$ cat src/rtl/led_pattern_pkg.sv
// Shared types and start-value helper for the LED pattern generator.
package led_pattern_pkg;

  typedef enum logic [1:0] {
    MODE_UP     = 2'd0,
    MODE_DOWN   = 2'd1,
    MODE_BOUNCE = 2'd2,
    MODE_WALK   = 2'd3
  } mode_t;

  typedef enum logic {
    DIR_UP   = 1'b0,
    DIR_DOWN = 1'b1
  } dir_t;

  localparam int MAX_WIDTH = 64;

  // Value shown on the first tick after switching into a mode; callers truncate to their width.
  function automatic logic [MAX_WIDTH-1:0] startValue(input mode_t m, input int width);
    logic [MAX_WIDTH-1:0] ones;
    ones = {MAX_WIDTH{1'b1}} >> (MAX_WIDTH - width);
    case (m)
      MODE_DOWN: return ones;
      MODE_WALK: return 64'd1;
      default:   return '0;
    endcase
  endfunction

endpackage

$ cat src/rtl/led_pattern_counter_counter.sv
// Modulo-N counter with clock enable; ov flags the terminal count while enabled.
module counter #(
  parameter int N = 4,
  localparam int W = (N > 1) ? $clog2(N) : 1
) (
  input  logic         clk,
  input  logic         rst,
  input  logic         ce,
  output logic [W-1:0] q,
  output logic         ov
);

  localparam logic [W-1:0] LAST = W'(N - 1);

  logic [W-1:0] count_q;
  logic [W-1:0] count_d;

  always_comb begin
    count_d = count_q;
    if (ce) begin
      count_d = (count_q == LAST) ? '0 : count_q + 1'b1;
    end
  end

  always_ff @(posedge clk) begin
    if (rst) begin
      count_q <= '0;
    end else begin
      count_q <= count_d;
    end
  end

  assign q  = count_q;
  assign ov = ce && (count_q == LAST);

endmodule

$ cat src/rtl/led_pattern_counter.sv
// LED pattern generator: prescaled tick advances an up/down/bounce/walking-one display.
module led_pattern_counter
  import led_pattern_pkg::*;
#(
  parameter int DIV   = 800000,
  parameter int WIDTH = 8
) (
  input  logic             clk,
  input  logic             rst,
  input  logic             en,
  input  logic [1:0]       mode,
  output logic [WIDTH-1:0] led,
  output logic             tick
);

  localparam int PW = (DIV > 1) ? $clog2(DIV) : 1;
  localparam logic [WIDTH-1:0] ALL_ONES = {WIDTH{1'b1}};
  localparam logic [WIDTH-1:0] ONE      = WIDTH'(1);

  logic [PW-1:0]    prescaleUnused;
  logic             ov;

  logic [WIDTH-1:0] val_q, val_d;
  mode_t            actMode_q, actMode_d;
  dir_t             dir_q, dir_d;
  mode_t            reqMode;

  // ov is already qualified by ce, so it can drive tick directly.
  counter #(.N(DIV)) uPrescale (
    .clk (clk),
    .rst (rst),
    .ce  (en),
    .q   (prescaleUnused),
    .ov  (ov)
  );

  assign tick    = ov;
  assign reqMode = mode_t'(mode);

  always_comb begin
    val_d     = val_q;
    actMode_d = actMode_q;
    dir_d     = dir_q;
    if (tick) begin
      if (reqMode != actMode_q) begin
        actMode_d = reqMode;
        val_d     = WIDTH'(startValue(reqMode, WIDTH));
        dir_d     = DIR_UP;
      end else begin
        case (actMode_q)
          MODE_UP:   val_d = val_q + 1'b1;
          MODE_DOWN: val_d = val_q - 1'b1;
          MODE_BOUNCE: begin
            if (dir_q == DIR_UP) begin
              if (val_q == ALL_ONES) begin
                dir_d = DIR_DOWN;
                val_d = ALL_ONES - 1'b1;
              end else begin
                val_d = val_q + 1'b1;
              end
            end else begin
              if (val_q == '0) begin
                dir_d = DIR_UP;
                val_d = ONE;
              end else begin
                val_d = val_q - 1'b1;
              end
            end
          end
          default: begin
            // A corrupted walk pattern recovers by restarting from bit 0.
            if (!$onehot(val_q)) begin
              val_d = ONE;
              dir_d = DIR_UP;
            end else if (dir_q == DIR_UP) begin
              if (val_q[WIDTH-1]) begin
                dir_d = DIR_DOWN;
                val_d = val_q >> 1;
              end else begin
                val_d = val_q << 1;
              end
            end else begin
              if (val_q[0]) begin
                dir_d = DIR_UP;
                val_d = val_q << 1;
              end else begin
                val_d = val_q >> 1;
              end
            end
          end
        endcase
      end
    end
  end

  always_ff @(posedge clk) begin
    if (rst) begin
      val_q     <= '0;
      actMode_q <= MODE_UP;
      dir_q     <= DIR_UP;
    end else begin
      val_q     <= val_d;
      actMode_q <= actMode_d;
      dir_q     <= dir_d;
    end
  end

  assign led = val_q;

endmodule

$ cat config.mk
export PLATFORM = sky130hd
export DESIGN_NAME = led_pattern_counter
export DESIGN_NICKNAME = d
export VERILOG_FILES = /design/src/rtl/led_pattern_pkg.sv /design/src/rtl/led_pattern_counter_counter.sv /design/src/rtl/led_pattern_counter.sv
export SDC_FILE = /design/constraint.sdc
export NUM_CORES = 1
export LEC_CHECK = 0
export BUFFER_PORTS_ARGS = -buffer_cell sky130_fd_sc_hd__buf_2
export CORE_MARGIN = 10
export CORE_UTILIZATION = 65
export DETAILED_ROUTE_END_ITERATION = 8
export PLACE_DENSITY = 0.84
export SLEW_MARGIN = 30
export SYNTH_ARGS = -nofsm -noshare
export SYNTH_HDL_FRONTEND = slang
export SYNTH_SLANG_ARGS = --single-unit
$ cat constraint.sdc
create_clock -name clk -period 9 [get_ports clk]
set_clock_uncertainty 0.2 [all_clocks]
set_input_delay 0.45 -clock clk [delete_from_list [all_inputs] [get_ports clk]]
set_output_delay 0.45 -clock clk [all_outputs]
set_load 0.005 [all_outputs]
==> results of run 1 <==
[how the worst min path moves through the flow]
stage | startpoint | endpoint | cells after the start
detailed placement | uPrescale.q[1]$_SDFFE_PP0P_ | uPrescale.q[1]$_SDFFE_PP0P_ | 2
CTS | mode[0] | actMode_q[0]$_SDFFE_PP0P_ | 3
finish | mode[0] | actMode_q[0]$_SDFFE_PP0P_ | 3
global placement | uPrescale.q[1]$_SDFFE_PP0P_ | uPrescale.q[1]$_SDFFE_PP0P_ | 2
floorplan | uPrescale.q[1]$_SDFFE_PP0P_ | uPrescale.q[1]$_SDFFE_PP0P_ | 2
global route | mode[0] | actMode_q[0]$_SDFFE_PP0P_ | 3
[per-layer routing]
layer,part of all wire (%),GRT usage (%),vias up
li1,-,-,1130
met1,39,22.6,1068
met2,51,34.9,104
met3,6.2,3.09,26
met4,3.6,10.0,0
met5,0,0,-
[synth_stat cells, drive strengths merged, types with 7 or more instances]
cell type   n
dfxtp      31
xor2       12
nand4       8
o21ai      18
nand2      36
nand3      10
clkbuf     13
ha          7
inv        20
a21oi      22
xnor2      15
nor2       36
[power by group through the flow]
stage / clock (mW) / combinational (mW) / sequential, mW
after floorplan: 0 / 0.00586 / 0.141
after global placement: 0 / 0.00780 / 0.141
after detailed placement: 0 / 0.00835 / 0.141
after CTS: 0.144 / 0.00836 / 0.138
after global routing: 0.148 / 0.00935 / 0.139
final: 0.141 / 0.00835 / 0.138
[through the flow]
stage          setup WS, ps  cell area [um2]  util (%)  cells
6_report               4420             2580      71.1    371
2_1_floorplan          4700             2420         -    319
4_1_cts                4470             2580      71.1    371
3_3_place_gp           4640             2470      67.9    363
3_5_place_dp           4470             2470      67.9    363
5_1_grt                4230             2580      71.1    371
[cell families (layout without fill, tap and decap cells)]
kind of cell,Yosys count,after routing
buffers and inverters,39,43
DFF,31,31
muxes,9,9
AOI/OAI and AO/OA,75,75
adders and majority gates,11,11
xor gates and xnor gates,27,27
and+or+nand+nor,127,127
[area by class of cell]
| cell class | count | area share (%) |
|---|---|---|
| Inverter | 21 | 3.24 |
| Clock inverter | 2 | 1.36 |
| Multi-Input combinational cell | 249 | 63.1 |
| Sequential cell | 31 | 24.0 |
| Tap cell | 48 | 2.32 |
| Clock buffer | 6 | 3.19 |
| Timing Repair Buffer | 14 | 2.81 |
[flip-flops by register name, indices dropped and copies added (netlist names)]
name / cells
actMode_q: 2
led: 8
dir_q: 1
uPrescale.q: 20
[worst max-delay path, cell delays in order, from the launching register on]
cell,delay (ps)
dfxtp_1,560
inv_1,240
fa_1,590
fa_1,420
fa_1,440
inv_1,70
ha_1,160
inv_1,60
fa_1,380
a211oi_1,180
mux2_2,200
nand4_1,240
or3_1,440
a211o_1,290
o21ai_1,60
==> flow_summary.toml, run 1 <==
[pwr]
p_sw_mw = 0.0582
pwr-share-seq_pct = 48.0
clkPwrFrac_pct = 49.1
p_total_mw = 0.288
power_density_nw_per_um2 = 112
combinationalPowerShare_pct = 2.9
power.share.switching_pct = 20.2
ir_drop_uv = 152
p_leak_nw = 0.891
internal-power_mw = 0.230

[synthesis]
synth-seq-cells = 31
syn_inst = 319
synthArstFlopShare_pct = 0
synth_xor_area_share_pct = 9.76
synth-simple-area-share_pct = 27.3
synth_area_per_cell_um2 = 7.59
ys.flop_type = "dfxtp_1"
synthesis.nets = 335
synth_area_leaders = "dfxtp_1 (26%), nand2_1 (5.4%), nor2_1 (5.4%)"
synth_top_family_by_area = "simple AND/OR/NAND/NOR gates"
ys_types = 59
yosysWarningCount = 0
synth_area_um2 = 2420
synth_compound_area_share_pct = 19.5
muxShareOfSynthArea_pct = 3.87
synth_fa_ha_area_share_pct = 6.92
yosysSeqAreaShare_pct = 25.6
netlist.area_leader.share_pct = 25.6
yosysTopAreaCell = "dfxtp_1"
synth_edf_count = 0

[place]
port_buffers = 13
dp_hpwl_um = 4620
gp_congestion = 0.973

[cts]
clkSinkCount = 31
cts_max_level = 2
clock_path_buffers = 2
cts_tree = "built"
ctsHoldBuffers = 0
root_buffer = "clkbuf_8"
cts_resized = 0
clk_pin_slew_ps = 70
clk_latency_ps = 290
cts_setup_buffers = 0
numCtsBuffers = 5

[critical_path]
critPathLaunch = "led[0]$_SDFFE_PP0P_"
worstReg2RegEnd = "led[6]$_SDFFE_PP0P_"
crit_end = "led[6]$_SDFFE_PP0P_"
rrSetupSlack_ps = 4420
critPathLaunchType = "flip-flop"
crit_fanout = 12
endpoint_kind = "flip-flop"
crit-reg2reg-launch = "led[0]$_SDFFE_PP0P_"
worstPathRequired_ps = 9030
crit_type = "flip-flop to flip-flop"
r2r.worst_path.cells = 14
arrival_ps = 4610

[sta]
finalHoldViolCount = 0
rsz0062_at_grt = "no"
slew_headroom_pct = 37.1
clock.fmax_ghz = 0.218
tightest_slew_ps = 935
whs_ps = 247
final.min_clock_period_ps = 4580
drv_slew = 0
finalSetupViolCount = 0
post-route-period-util_pct = 50.9
setup-tns-final_ps = 0

[global_route]
grt_pass1_vias = 2273
grt_antenna_before_repair = 0
track_usage_pct = 19.8
grt_max_degree = 19
overflow = 0
grt_first_pass_wirelength_um = 10500

[min_path]
hold_path.class = "primary input to flip-flop"

[die]
die_h_um = 81.0
io_pins = 14
dieArea_um2 = 6570
rows = 22
start_util_pct = 66.7
core-area_um2 = 3630
die_w_um = 81.0

[route]
ant_nets = 0
drc = 0
drtPass1Iterations = 6
wire_per_inst_um = 16.7
via_per_inst = 6.27
drt_iter0_drc = 282
wl_um = 6210
num_vias = 2328

[layout]
area_growth_pct = 6.71
multiInputGateArea_um2 = 1630
antenna_cells = 0
seq_area_um2 = 621
fillers = 300
most-common-layout-cells = "nand2_1 (35), nor2_1 (35), dfxtp_1 (31)"
nets = 338
drive_gt1_share_pct = 11.1

[flow_run]
maxCapViolCount = 0

[outcome]
status = "completed"
(Power assumes the default switching activity.)
==> run 2, diff against run 1 <==
--- a/config.mk
+++ b/config.mk
@@ -7,9 +7,9 @@
 export LEC_CHECK = 0
 export BUFFER_PORTS_ARGS = -buffer_cell sky130_fd_sc_hd__buf_2
 export CORE_MARGIN = 10
-export CORE_UTILIZATION = 65
+export CORE_UTILIZATION = 61
 export DETAILED_ROUTE_END_ITERATION = 8
-export PLACE_DENSITY = 0.84
+export PLACE_DENSITY = 0.8
 export SLEW_MARGIN = 30
 export SYNTH_ARGS = -nofsm -noshare
 export SYNTH_HDL_FRONTEND = slang
==> constraint.sdc (replaced) <==
create_clock -name clk -period 4.4 [get_ports clk]
set_clock_uncertainty 0.2 [all_clocks]
set_input_delay 0.22 -clock clk [delete_from_list [all_inputs] [get_ports clk]]
set_output_delay 0.22 -clock clk [all_outputs]
set_load 0.005 [all_outputs]
==> flow_summary.toml, run 2 (synthesis results as in run 1) <==
[outcome]
status = "completed"

[critical_path]
crit_fanout = 9
worstPathRequired_ps = 4360
endpoint_kind = "flip-flop"
critPathLaunchType = "flip-flop"
arrival_ps = 4020
crit_type = "flip-flop to flip-flop"

[sta]
finalHoldViolCount = 0
drv_slew = 0
clock.fmax_ghz = 0.246
finalSetupViolCount = 0
setup-tns-final_ps = 0
post-route-period-util_pct = 92.2
tightest_slew_ps = 847
whs_ps = 25.2
final.min_clock_period_ps = 4060
slew_headroom_pct = 43.4
rsz0062_at_grt = "no"
worst_slack_ps = 342

[place]
place_area_um2 = 2500
port_buffers = 13
dp_hpwl_um = 4380
dp_slack_ps = 243
gp_congestion = 0.995

[global_route]
grt_pass1_vias = 2249
grt_antenna_before_repair = 0
grt_max_degree = 19
track_usage_pct = 16.4
grt_first_pass_wirelength_um = 9980
overflow = 0

[layout]
fillers = 340
final_cell_area_um2 = 2590
antenna_cells = 0
nets = 343
area_growth_pct = 7.08
drive_gt1_share_pct = 12.5
seq_area_um2 = 622
multiInputGateArea_um2 = 1630
largest_reg_flops = 20
most-common-layout-cells = "nand2_1 (35), nor2_1 (35), dfxtp_1 (30)"

[die]
dieArea_um2 = 6890
start_util_pct = 64.7
core-area_um2 = 3740
die_w_um = 83.0
rows = 22
io_pins = 14
die_h_um = 83.0

[route]
drt_iter0_drc = 290
num_vias = 2274
ant_nets = 0
via_per_inst = 6.06
wire_per_inst_um = 15.9
drtPass1Iterations = 4
wl_um = 5970
drc = 0

[cts]
cts_max_level = 2
cts_setup_buffers = 0
clk_latency_ps = 280
clock_path_buffers = 2
numCtsBuffers = 5
clkSinkCount = 31
clk_pin_slew_ps = 70
cts_tree = "built"
root_buffer = "clkbuf_8"
ctsHoldBuffers = 0

[pwr]
ir_drop_uv = 231
p_total_mw = 0.523
p_leak_nw = 0.903
power_density_nw_per_um2 = 201

[min_path]
hold_path.class = "primary input to flip-flop"

[flow_run]
maxCapViolCount = 0
## run 2: cell types whose count changed in the layout (fill, tap and decap cells not counted), sizes merged
| cell | before | now |
|---|---|---|
| bufinv | 1 | 0 |
| buf | 14 | 19 |
## run 2: critical path, stage by stage, from the launching register on
cell	delay, ps
dfxtp_2	410
inv_1	120
fa_1	450
fa_1	510
fa_1	400
inv_1	70
ha_1	150
inv_1	50
fa_1	370
a211oi_1	180
mux2_2	210
nand3_1	160
o21a_1	220
o41ai_1	320
a21oi_1	110
## run 2: layout make-up
type	count	area share, %
multi-input combinational	249	62.9
sequential	31	24.0
timing repair buffer	19	4.25
inverter	21	3.23
clock buffer	6	3.18
tap	48	2.32
clock inverter	1	0.193
## run 2: worst paths after layout
check | slack [ps] | cells after the start | from | end
max | 340 | 14 | led[3]$_SDFFE_PP0P_ | led[0]$_SDFFE_PP0P_
min | 30 | 3 | mode[0] | actMode_q[0]$_SDFFE_PP0P_
max reg2reg | 340 | 14 | led[3]$_SDFFE_PP0P_ | led[0]$_SDFFE_PP0P_
min reg2reg | 290 | 2 | uPrescale.q[1]$_SDFFE_PP0P_ | uPrescale.q[1]$_SDFFE_PP0P_
## run 2: routing by layer
layer / wire [um] / track usage (%)
met1: 2490 / 18.4
met2: 2960 / 29.0
met3: 379 / 3.52
met4: 141 / 6.77
met5: 0 / 0
## run 2: where the power goes
group / switching, mW / internal, mW / total (mW)
combinational: 0.0112 / 0.00565 / 0.0169
sequential: 0.00116 / 0.282 / 0.283
clock: 0.100 / 0.122 / 0.222
total: 0.112 / 0.410 / 0.523
## run 2: through the flow
step | cells | util [%]
after global routing | 375 | 69.3
after detailed placement | 368 | 66.9
after floorplan | 319 | -
final | 375 | 69.3
after global placement | 368 | 66.9
after CTS | 375 | 69.3
## run 2: what timing repair did
item                                    in CTS  in global routing
endpoints found under the hold margin        0                  0
resized for setup                            0                  1
endpoints found under the setup margin       0                  3
==> run 3, diff against run 2 <==
--- a/config.mk
+++ b/config.mk
@@ -6,6 +6,7 @@
 export NUM_CORES = 1
 export LEC_CHECK = 0
 export BUFFER_PORTS_ARGS = -buffer_cell sky130_fd_sc_hd__buf_2
+export CORE_ASPECT_RATIO = 0.5
 export CORE_MARGIN = 10
 export CORE_UTILIZATION = 61
 export DETAILED_ROUTE_END_ITERATION = 8
==> flow_summary.toml, run 3 (synthesis results as in run 1) <==
[layout]
area_growth_pct = 6.87
largest_reg_flops = 20
fillers = 357
antenna_cells = 0
nets = 341
final_cell_area_um2 = 2590
most-common-layout-cells = "nand2_1 (35), nor2_1 (35), dfxtp_1 (29)"
drive_gt1_share_pct = 12.6

[critical_path]
crit_fanout = 9
arrival_ps = 4220
worstPathRequired_ps = 4430
endpoint_kind = "flip-flop"
critPathLaunchType = "flip-flop"
crit_type = "flip-flop to flip-flop"

[route]
ant_nets = 0
via_per_inst = 6.31
wl_um = 6460
top_layer_used = "met4"
num_vias = 2399
wl_met3_um = 618
wl_met1_um = 2700
drc = 0
dr_wl_met2_um = 2940
drtPass1Iterations = 5
wire_per_inst_um = 17.0
drt_iter0_drc = 131

[global_route]
track_usage_pct = 18.2
overflow = 0
grt_max_degree = 19
grt_first_pass_wirelength_um = 10500
grt_pass1_vias = 2220
grt_antenna_before_repair = 0

[pwr]
power_density_nw_per_um2 = 206
p_leak_nw = 0.887
p_total_mw = 0.532
ir_drop_uv = 183

[place]
place_area_um2 = 2500
port_buffers = 13
gp_congestion = 1.01
dp_hpwl_um = 4740

[sta]
post-route-period-util_pct = 95.3
final.min_clock_period_ps = 4190
slew_headroom_pct = 32.9
drv_slew = 0
finalSetupViolCount = 0
rsz0062_at_grt = "no"
clock.fmax_ghz = 0.239
setup-tns-final_ps = 0
finalHoldViolCount = 0
tightest_slew_ps = 1000

[die]
die_h_um = 64.6
io_pins = 14
rows = 16
core-area_um2 = 3860
dieArea_um2 = 7040
die_w_um = 109
start_util_pct = 62.7

[cts]
cts_tree = "built"
clk_latency_ps = 290
numCtsBuffers = 5
cts_setup_buffers = 0
cts_max_level = 2
root_buffer = "clkbuf_8"
clkSinkCount = 31
ctsHoldBuffers = 0
clock_path_buffers = 2
clk_pin_slew_ps = 70

[outcome]
status = "completed"

[min_path]
hold_path.class = "primary input to flip-flop"

[flow_run]
maxCapViolCount = 0
-- run 3: what timing repair did --
action                                  CTS  global route
endpoints found under the hold margin     0             0
resized for setup                         0             2
endpoints found under the setup margin    0             3
-- run 3: final cells by class --
cell class / instances / area (um2) / share of cell area, %
multi-input combinational: 249 / 1630 / 63.0
sequential: 31 / 623 / 24.1
timing repair buffer: 17 / 95.1 / 3.67
inverter: 21 / 83.8 / 3.24
clock buffer: 5 / 68.8 / 2.66
tap: 54 / 67.6 / 2.61
clock inverter: 3 / 20.0 / 0.773
-- run 3: routing by layer --
| metal | track usage [%] | vias up |
|---|---|---|
| li1 | - | 1134 |
| met1 | 22.3 | 1111 |
| met2 | 28.9 | 127 |
| met3 | 5.03 | 27 |
| met4 | 9.31 | 0 |
| met5 | 0 | - |
-- run 3: worst paths after layout --
| path | from | end | slack, ps | cells past startpoint |
|---|---|---|---|---|
| min reg2reg | uPrescale.q[1]$_SDFFE_PP0P_ | uPrescale.q[1]$_SDFFE_PP0P_ | 300 | 2 |
| max | led[1]$_SDFFE_PP0P_ | led[6]$_SDFFE_PP0P_ | 210 | 14 |
| min | mode[0] | actMode_q[0]$_SDFFE_PP0P_ | 10 | 3 |
| max reg2reg | led[1]$_SDFFE_PP0P_ | led[6]$_SDFFE_PP0P_ | 210 | 14 |
-- run 3: report_power, final --
| part | switching, mW | internal (mW) | total, mW |
|---|---|---|---|
| Clock | 0.122 | 0.110 | 0.232 |
| Combinational | 0.0112 | 0.00561 | 0.0168 |
| Sequential | 0.00131 | 0.282 | 0.283 |
-- run 3: per-stage QoR --
step	setup slack, ps	std cells	utilization (%)	hold WS (ps)
3_5_place_dp	169	372	64.6	285
2_1_floorplan	101	319	-	160
3_3_place_gp	333	372	64.6	274
5_1_grt	54.5	380	67.0	16.5
6_report	208	380	67.0	10.2
4_1_cts	139	380	66.9	11.3
-- run 3: worst max-delay path, cell delays in order (launching register included) --
cell,delay [ps]
dfxtp_2,410
inv_1,130
fa_1,490
fa_1,510
fa_1,410
inv_1,80
ha_1,170
inv_1,60
fa_1,380
a211oi_1,210
mux2_2,210
nand4_1,100
or3_1,390
a211o_1,300
o21ai_1,70
